==> src/rtl/chan_mux_pkg.sv <==
// chan_mux_pkg: shared mode encodings and control-FSM state type for chan_mux_seq.
package chan_mux_pkg;

   localparam logic MODE_MANUAL = 1'b0;
   localparam logic MODE_SCAN   = 1'b1;

   typedef enum logic {
      ST_MANUAL = 1'b0,
      ST_SCAN   = 1'b1
   } state_e;

endpackage

==> src/rtl/chan_mux_seq_if.sv <==
// chan_mux_seq_if: channel inputs, select controls and valid/ready output bundle.
// Optional sel_err flag is present only when CHAN_MUX_SEQ_SEL_CHECK_EN is defined.
interface chan_mux_seq_if #(
   parameter int unsigned NCH  = 4,
   parameter int unsigned W    = 1,
   parameter int unsigned SELW = $clog2(NCH)
);
   logic [NCH*W-1:0] ch_data;
   logic             mode;
   logic [SELW-1:0]  sel;
   logic             sel_load;
   logic [W-1:0]     out_data;
   logic [SELW-1:0]  out_ch;
   logic             out_valid;
   logic             out_ready;
`ifdef CHAN_MUX_SEQ_SEL_CHECK_EN
   logic             sel_err;

   modport master (
      output ch_data, mode, sel, sel_load, out_ready,
      input  out_data, out_ch, out_valid, sel_err
   );
   modport slave (
      input  ch_data, mode, sel, sel_load, out_ready,
      output out_data, out_ch, out_valid, sel_err
   );
`else
   modport master (
      output ch_data, mode, sel, sel_load, out_ready,
      input  out_data, out_ch, out_valid
   );
   modport slave (
      input  ch_data, mode, sel, sel_load, out_ready,
      output out_data, out_ch, out_valid
   );
`endif
endinterface

==> src/rtl/chan_mux_out_reg.sv <==
// chan_mux_out_reg: single-entry valid/ready output register. Loads whenever it is
// empty or its content is being accepted; holds while the consumer stalls.
module chan_mux_out_reg #(
   parameter int unsigned DW = 2
) (
   input  logic          clk,
   input  logic          rst,
   input  logic [DW-1:0] in_data_i,
   output logic [DW-1:0] out_data_o,
   output logic          out_valid_o,
   input  logic          out_ready_i,
   output logic          cap_o
);

   logic [DW-1:0] data_q;
   logic          valid_q;

   assign cap_o       = !valid_q || out_ready_i;
   assign out_data_o  = data_q;
   assign out_valid_o = valid_q;

   // Capture on cap; once valid the stage never empties, it only stalls.
   always_ff @(posedge clk or posedge rst) begin
      if (rst) begin
         data_q  <= '0;
         valid_q <= 1'b0;
      end else if (cap_o) begin
         data_q  <= in_data_i;
         valid_q <= 1'b1;
      end
   end

endmodule

==> src/rtl/chan_mux_seq.sv <==
// chan_mux_seq: NCH x W-bit channel selector with manual select or round-robin scan
// (DWELL accepted samples per channel) feeding a registered valid/ready output.
// Define CHAN_MUX_SEQ_SEL_CHECK_EN to add the sticky out-of-range select flag sel_err.
module chan_mux_seq
   import chan_mux_pkg::*;
#(
   parameter int unsigned NCH   = 4,
   parameter int unsigned W     = 1,
   parameter int unsigned DWELL = 4
) (
   input logic           clk,
   input logic           rst,
   chan_mux_seq_if.slave bus
);

   localparam int unsigned SELW = $clog2(NCH);
   localparam int unsigned CNTW = (DWELL > 1) ? $clog2(DWELL) : 1;
   localparam logic [SELW:0]   NCH_V      = (SELW + 1)'(NCH);
   localparam logic [SELW-1:0] CH_LAST    = SELW'(NCH - 1);
   localparam logic [CNTW-1:0] DWELL_LAST = CNTW'(DWELL - 1);

   state_e          state_q;
   logic [SELW-1:0] cur_ch_q;
   logic [CNTW-1:0] dwell_q;
   logic [W-1:0]    sel_data;
   logic            sel_ok;
   logic            load_ok;
   logic            cap;
   logic [W+SELW-1:0] out_word;

   // Out-of-range selects only occur for non-power-of-two NCH; they are dropped.
   assign sel_ok  = {1'b0, bus.sel} < NCH_V;
   assign load_ok = bus.sel_load && sel_ok;

   // Channel mux driven by the current-channel register.
   always_comb begin
      sel_data = '0;
      for (int k = 0; k < NCH; k++) begin
         if (cur_ch_q == SELW'(k)) sel_data = bus.ch_data[k*W +: W];
      end
   end

   // Control FSM: advances only on a capture so a stall freezes channel and dwell.
   always_ff @(posedge clk or posedge rst) begin
      if (rst) begin
         state_q  <= ST_MANUAL;
         cur_ch_q <= '0;
         dwell_q  <= '0;
      end else if (cap) begin
         unique case (state_q)
            ST_MANUAL: begin
               dwell_q <= '0;
               if (bus.mode == MODE_SCAN) state_q <= ST_SCAN;
               if (load_ok) cur_ch_q <= bus.sel;
            end
            ST_SCAN: begin
               if (bus.mode == MODE_MANUAL) begin
                  state_q <= ST_MANUAL;
                  dwell_q <= '0;
                  if (load_ok) cur_ch_q <= bus.sel;
               end else if (load_ok) begin
                  // An explicit load beats a same-cycle scan advance.
                  cur_ch_q <= bus.sel;
                  dwell_q  <= '0;
               end else if (dwell_q == DWELL_LAST) begin
                  dwell_q  <= '0;
                  cur_ch_q <= (cur_ch_q == CH_LAST) ? '0 : cur_ch_q + 1'b1;
               end else begin
                  dwell_q <= dwell_q + 1'b1;
               end
            end
            default: ;
         endcase
      end
   end

   chan_mux_out_reg #(
      .DW (W + SELW)
   ) u_out_reg (
      .clk         (clk),
      .rst         (rst),
      .in_data_i   ({sel_data, cur_ch_q}),
      .out_data_o  (out_word),
      .out_valid_o (bus.out_valid),
      .out_ready_i (bus.out_ready),
      .cap_o       (cap)
   );

   assign bus.out_data = out_word[W+SELW-1:SELW];
   assign bus.out_ch   = out_word[SELW-1:0];

`ifdef CHAN_MUX_SEQ_SEL_CHECK_EN
   logic sel_err_q;

   // Sticky record of any out-of-range select load; only reset clears it.
   always_ff @(posedge clk or posedge rst) begin
      if (rst) begin
         sel_err_q <= 1'b0;
      end else if (bus.sel_load && !sel_ok) begin
         sel_err_q <= 1'b1;
      end
   end

   assign bus.sel_err = sel_err_q;
`endif

endmodule
==> src/flat_wrapper.sv <==
// flat-port wrapper written by rule: the top's interface ports become plain ports
module chan_mux_seq_flat import chan_mux_pkg::*;
#(
   parameter int unsigned NCH   = 4,
   parameter int unsigned W     = 1,
   parameter int unsigned DWELL = 4
)
  (clk, rst, bus_ch_data, bus_mode, bus_sel, bus_sel_load, bus_out_ready, bus_out_data, bus_out_ch, bus_out_valid);
  chan_mux_seq_if #(.NCH(NCH), .W(W)) bus_i ();
  input logic clk;
  input logic rst;
  input wire logic [$bits(bus_i.ch_data)-1:0] bus_ch_data;
  input wire logic [$bits(bus_i.mode)-1:0] bus_mode;
  input wire logic [$bits(bus_i.sel)-1:0] bus_sel;
  input wire logic [$bits(bus_i.sel_load)-1:0] bus_sel_load;
  input wire logic [$bits(bus_i.out_ready)-1:0] bus_out_ready;
  output wire logic [$bits(bus_i.out_data)-1:0] bus_out_data;
  output wire logic [$bits(bus_i.out_ch)-1:0] bus_out_ch;
  output wire logic [$bits(bus_i.out_valid)-1:0] bus_out_valid;
  assign bus_i.ch_data = bus_ch_data;
  assign bus_i.mode = bus_mode;
  assign bus_i.sel = bus_sel;
  assign bus_i.sel_load = bus_sel_load;
  assign bus_i.out_ready = bus_out_ready;
  assign bus_out_data = bus_i.out_data;
  assign bus_out_ch = bus_i.out_ch;
  assign bus_out_valid = bus_i.out_valid;
  chan_mux_seq #(.NCH(NCH), .W(W), .DWELL(DWELL)) u_core (.clk(clk), .rst(rst), .bus(bus_i));
endmodule
==> config.mk <==
export PLATFORM = sky130hd
export DESIGN_NAME = chan_mux_seq_flat
export DESIGN_NICKNAME = d
export VERILOG_FILES = /design/src/rtl/chan_mux_pkg.sv /design/src/rtl/chan_mux_seq_if.sv /design/src/rtl/chan_mux_out_reg.sv /design/src/rtl/chan_mux_seq.sv /design/src/flat_wrapper.sv
export SDC_FILE = /design/constraint.sdc
export NUM_CORES = 1
export LEC_CHECK = 0
export ABC_AREA = 1
export CAP_MARGIN = 20
export CORE_ASPECT_RATIO = 0.75
export CORE_UTILIZATION = 30
export DETAILED_ROUTE_END_ITERATION = 16
export SETUP_SLACK_MARGIN = 0.4
export SLEW_MARGIN = 20
export SYNTH_ARGS = -nofsm -noshare
export SYNTH_HDL_FRONTEND = slang
export SYNTH_SLANG_ARGS = --single-unit
==> constraint.sdc <==
create_clock -name clk -period 3.44 [get_ports clk]
set_input_delay 0.86 -clock clk [delete_from_list [all_inputs] [get_ports clk]]
set_output_delay 0.86 -clock clk [all_outputs]
set_load 0.01 [all_outputs]
Word level (Yosys, flattened, before mapping)
Index checks and enable logic that the tools add are counted.
Storage, ports and cells
  input port bits: 11
  flip-flop bits (word level): 9
  word-level logic and storage cells: 32
Cells by class
  reductions and logical operators: 4
  bitwise operators: 1
  equality and inequality tests: 5
  add/sub/neg operators: 2
  mux-type cells: 15
Operators by type and width (count)
  2-to-1 mux 2 bit: 8
  one-hot mux 2 bit (2 select lines): 2
  equality test 2 bit, second input constant: 3
  2-to-1 mux 1 bit: 5
  adder 2 x 1 -> 2 bit, second input constant: 2
  != test 4 bit, second input constant: 1
  equality test 2 x 1 -> 1 bit, second input constant: 1
  zero test 2 bit: 1
  AND reduction 2 bit: 1
  zero test 1 bit: 1
  logical OR 1 bit: 1
  inverter 1 bit: 1

Depth between registers and ports, before layout
  depth in word-level cells: 6
  depth in mapped cells: 8
  mapped depth without buffers: 8

Cells and area by module
From an unflattened synthesis, not the netlist that was laid out.
Second synthesis, totals
  cells, all modules: 71
  area total of the unflattened synthesis: 545.5 sq um
By module, submodules not included
  chan_mux_seq: area each 390.4 sq um, cells each 54, sequential area each 125.1 sq um, times used 1
  chan_mux_out_reg: area each 155.1 sq um, cells each 17, sequential area each 100.1 sq um, times used 1

Worst setup path after synthesis
No wires, ideal clock.
  path kind: input port to flip-flop
  from: in bus_sel_load
  to: reg u_core.cur_ch_q[0]
  setup time: 116 ps
  required time: 3324 ps
  slack: 2102 ps
  data arrival time: 1221 ps
  cell stages on the path: 6
  path buffers: 0
  cell sequence: nor2_2 nand2_2 nand2_2 inv_1 nand2_1 nand2_1
On the way
  word-level cells in the longest chain between the ends: 3
  elaborated cells between the ends (all ways): 6
  classes of those cells: eq/ne: 1; mux: 4; reduce/logical: 1
RTL lines
  start, declared: line flat_wrapper.sv:15  | input wire logic [$bits(bus_i.sel_load)-1:0] bus_sel_load;
  2-to-1 mux 2 bit, on equally long branches
  2-to-1 mux 2 bit: line chan_mux_seq.sv:57  | if (bus.mode == MODE_MANUAL) begin
  one-hot mux 2 bit (2 select lines): line chan_mux_seq.sv:50  | unique case (state_q)
  end signal, assigned: line chan_mux_seq.sv:54  | if (load_ok) cur_ch_q <= bus.sel;
  end signal, assigned: line chan_mux_seq.sv:60  | if (load_ok) cur_ch_q <= bus.sel;
  end signal, assigned: line chan_mux_seq.sv:63  | cur_ch_q <= bus.sel;
  end, declared: line chan_mux_seq.sv:23  | logic [SELW-1:0] cur_ch_q;
Parallel ways exist; a longest one is shown, timed or not.
A chain may end at the register's enable or synchronous reset.

Worst setup path after layout
  from: reg u_core.u_out_reg.valid_q (netlist: u_core.u_out_reg.out_valid_o)
  to: out bus_out_valid
RTL lines
  start, declared: line chan_mux_out_reg.sv:16  | logic valid_q;
  start signal, assigned: line chan_mux_out_reg.sv:26  | valid_q <= 1'b0;
  start signal, assigned: line chan_mux_out_reg.sv:29  | valid_q <= 1'b1;
  end, declared: line flat_wrapper.sv:19  | output wire logic [$bits(bus_i.out_valid)-1:0] bus_out_valid;
No word-level cell between the ends.

==> reports/summary.txt <==
CTS root buf - clkbuf_4
Seq cells post-synth - 9
DR DRC count - 0
min-delay worst type - flip-flop to flip-flop
logic gate share of total power - 28.9%
row count - 12
status - finished, final reports clean
crit start category - flip-flop
DP HPWL - 909 microns
die area - 0.00197 sq mm
top cells by area, synth - dfrtp_1, nand2_1, ha_1, inv_1, o21ai_0
register area share after synthesis - 41.9%
reg2reg path depth - 6
Worst Hold End - u_core.u_out_reg.out_data_o[2]
Mapped Nets - 89
Synth top area share - 41.9%
Crit path arrival time - 1160 ps
RSZ-0062 raised after global routing - false
Die Y - 38.7 microns
global route overflow - 0
mean area per synthesized cell - 7.37 sq um
CTS Sinks - 9
Starting Density - 34.1%
layout cells sized above 1 - 9.89%
Reg clk slew, reported paths - 60 ps
# nets final - 108
CP endpoint kind - primary output
vias in the first global route - 425
Seq pwr share - 43.6%
hold_buf cts - 0
setup tns final - 0 ps
hold path start - u_core.u_out_reg.out_data_o[2]
core outline area - 0.00158 sq mm
WL/cell - 10.3 microns
total track usage - 14.2%
Synth Warn # - 0
Hold Path Cell Cnt - 2
Buf+Inv Stages, Crit Path - 1
GPL Wtd Cong - 0.819
Max FO, Critical Path - 2
Worst VDD drop - 0.000198 V
final cell count without fillers - 112
Synth area leader - dfrtp_1
met3 usage - 7.06%
post-cts resize count - 0
Via-to-Cell Ratio - 4.20
final setup fails - 0
Routed WL - 1.15 mm
Clk Latency, worst-skew pair - 260 ps
MaxCap Viol Count - 0
Tcrit/Tclk final - 58.6%
commonest non-fill, non-tap cell in the layout - nand2_1
Int Pwr - 0.208 mW
CTS tree - built
# port buffers - 14
Cell variety after synth - 13
Hold Fails Final Rpt - 0
crit path time final - 2020 ps
Max Freq - 496 MHz
Routed Antenna Nets - 0
FF-to-FF setup slack - 2150 ps
Mapped Area - 538 sq um
Placed Area - 704 sq um
slowest cell on the critical path - clkdlybuf4s50_1
vias - 470
largest net degree at the start of global routing - 10
Antenna diodes - 0
most frequent cells in the layout - nand2_1, clkdlybuf4s50_1, inv_1, dfrtp_1, o21ai_0
Lkg Pwr - 0.388 nW
Iteration-0 DRC Markers - 11
final core occ - 46.3%
reg-to-reg endpoint - u_core.cur_ch_q[1]
Crit Path Class - flip-flop to primary output
switching share of power - 30.4%
CP delay by family, top - buffers and inverters
die width - 50.9 microns
H-tree depth - 1
met2 Use GR - 23.4%
first-pass GRT wire length - 1.91 mm
CTS buffer count - 3
Finished Cell Area - 731 sq um
CP required - 2580 ps
Mapped Cells - 73
Post-CTS Setup Bufs - 0
worst reg2reg path startpoint - u_core.cur_ch_q[0]
area grow syn2layout - 35.8%
NetSw - 0.0907 mW
Pwr Density - 409 mW/mm^2
critical path's largest stage delay - 540 ps
worst hold margin - 485 ps
CP cell instances - clkdlybuf4s50_1
Max Slew Vio Count - 0
Clock Power Share - 27.5%
GR peak layer - met2
Pre-Repair DR Iteration Count - 4
Placed Instances - 108
I/O pin cnt - 15
clk buf depth - 2
antenna violations before repair - 0
met1 global-route usage - 17.0%
Clock Skews - 3.65 ps
## how the worst max path moves through the flow
stage,cells past startpoint,end,startpoint,slack (ps)
CTS,1,bus_out_valid,u_core.u_out_reg.out_valid_o,1410
floorplan,6,u_core.cur_ch_q[0],bus_sel_load,2100
detailed placement,7,u_core.cur_ch_q[1],bus_sel_load,1470
global placement,6,u_core.cur_ch_q[1],bus_mode,1500
global route,1,bus_out_valid,u_core.u_out_reg.out_valid_o,1360
finish,1,bus_out_valid,u_core.u_out_reg.out_valid_o,1420
## layout make-up
type,count,area [sq um]
Sequential cell,9,225
Multi-Input combinational cell,50,260
Timing Repair Buffer,14,140
Fill cell,176,846
Inverter,14,52.6
Tap cell,21,26.3
Clock buffer,4,26.3
## metrics by stage
step	worst slack (ps)	power, mW
6_report	1420	0.299
5_1_grt	1360	0.326
4_1_cts	1410	0.304
3_5_place_dp	1470	0.219
3_3_place_gp	1500	0.218
2_1_floorplan	2100	0.178
## metal layers
layer | part of all wire (%) | vias to the layer above
met5 | 0 | -
met4 | 0.52 | 0
met3 | 7.2 | 2
met2 | 42 | 17
met1 | 50 | 194
li1 | - | 257
## worst reg2reg max path, stage by stage, from the launching register on
cell,delay (ps)
dfrtp_1,410
inv_1,110
ha_1,290
o21ai_0,190
nand2_1,70
nand2_1,70
nand2_1,40
## cells by family (layout without fill, tap and decap cells)
kind of cell / after synthesis / after routing / synth area share [%]
flops: 9 / 9 / 41.9
other cells: 1 / 1 / 0.697
simple gates: 37 / 37 / 29.5
fa+ha+maj: 5 / 5 / 11.6
compound gates: 7 / 7 / 6.51
buf+inv: 14 / 32 / 9.77
## sequential cells by signal (all words and copies together) (netlist names)
name / cells
u_core.dwell_q: 2
u_core.cur_ch_q: 2
u_core.u_out_reg.out_valid_o: 1
u_core.u_out_reg.out_data_o: 3
u_core.state_q: 1
## Yosys cell counts
| cell | n |
|---|---|
| nand2_2 | 4 |
| a21oi_1 | 1 |
| nor2_2 | 1 |
| conb_1 | 1 |
| nand4_1 | 1 |
| dfrtp_1 | 9 |
| nand3_1 | 4 |
| inv_2 | 1 |
| ha_1 | 5 |
| inv_1 | 13 |
| o21ai_0 | 6 |
| nand2_1 | 24 |
| nor2_1 | 3 |
## power by group through the flow
| stage | Clock, mW | Combinational [mW] | Sequential, mW |
|---|---|---|---|
| 6_report | 0.0822 | 0.0861 | 0.130 |
| 5_1_grt | 0.0950 | 0.0975 | 0.133 |
| 4_1_cts | 0.0862 | 0.0871 | 0.130 |
| 3_5_place_dp | 0 | 0.0868 | 0.132 |
| 3_3_place_gp | 0 | 0.0856 | 0.133 |
| 2_1_floorplan | 0 | 0.0433 | 0.135 |
(Power assumes the default switching activity.)
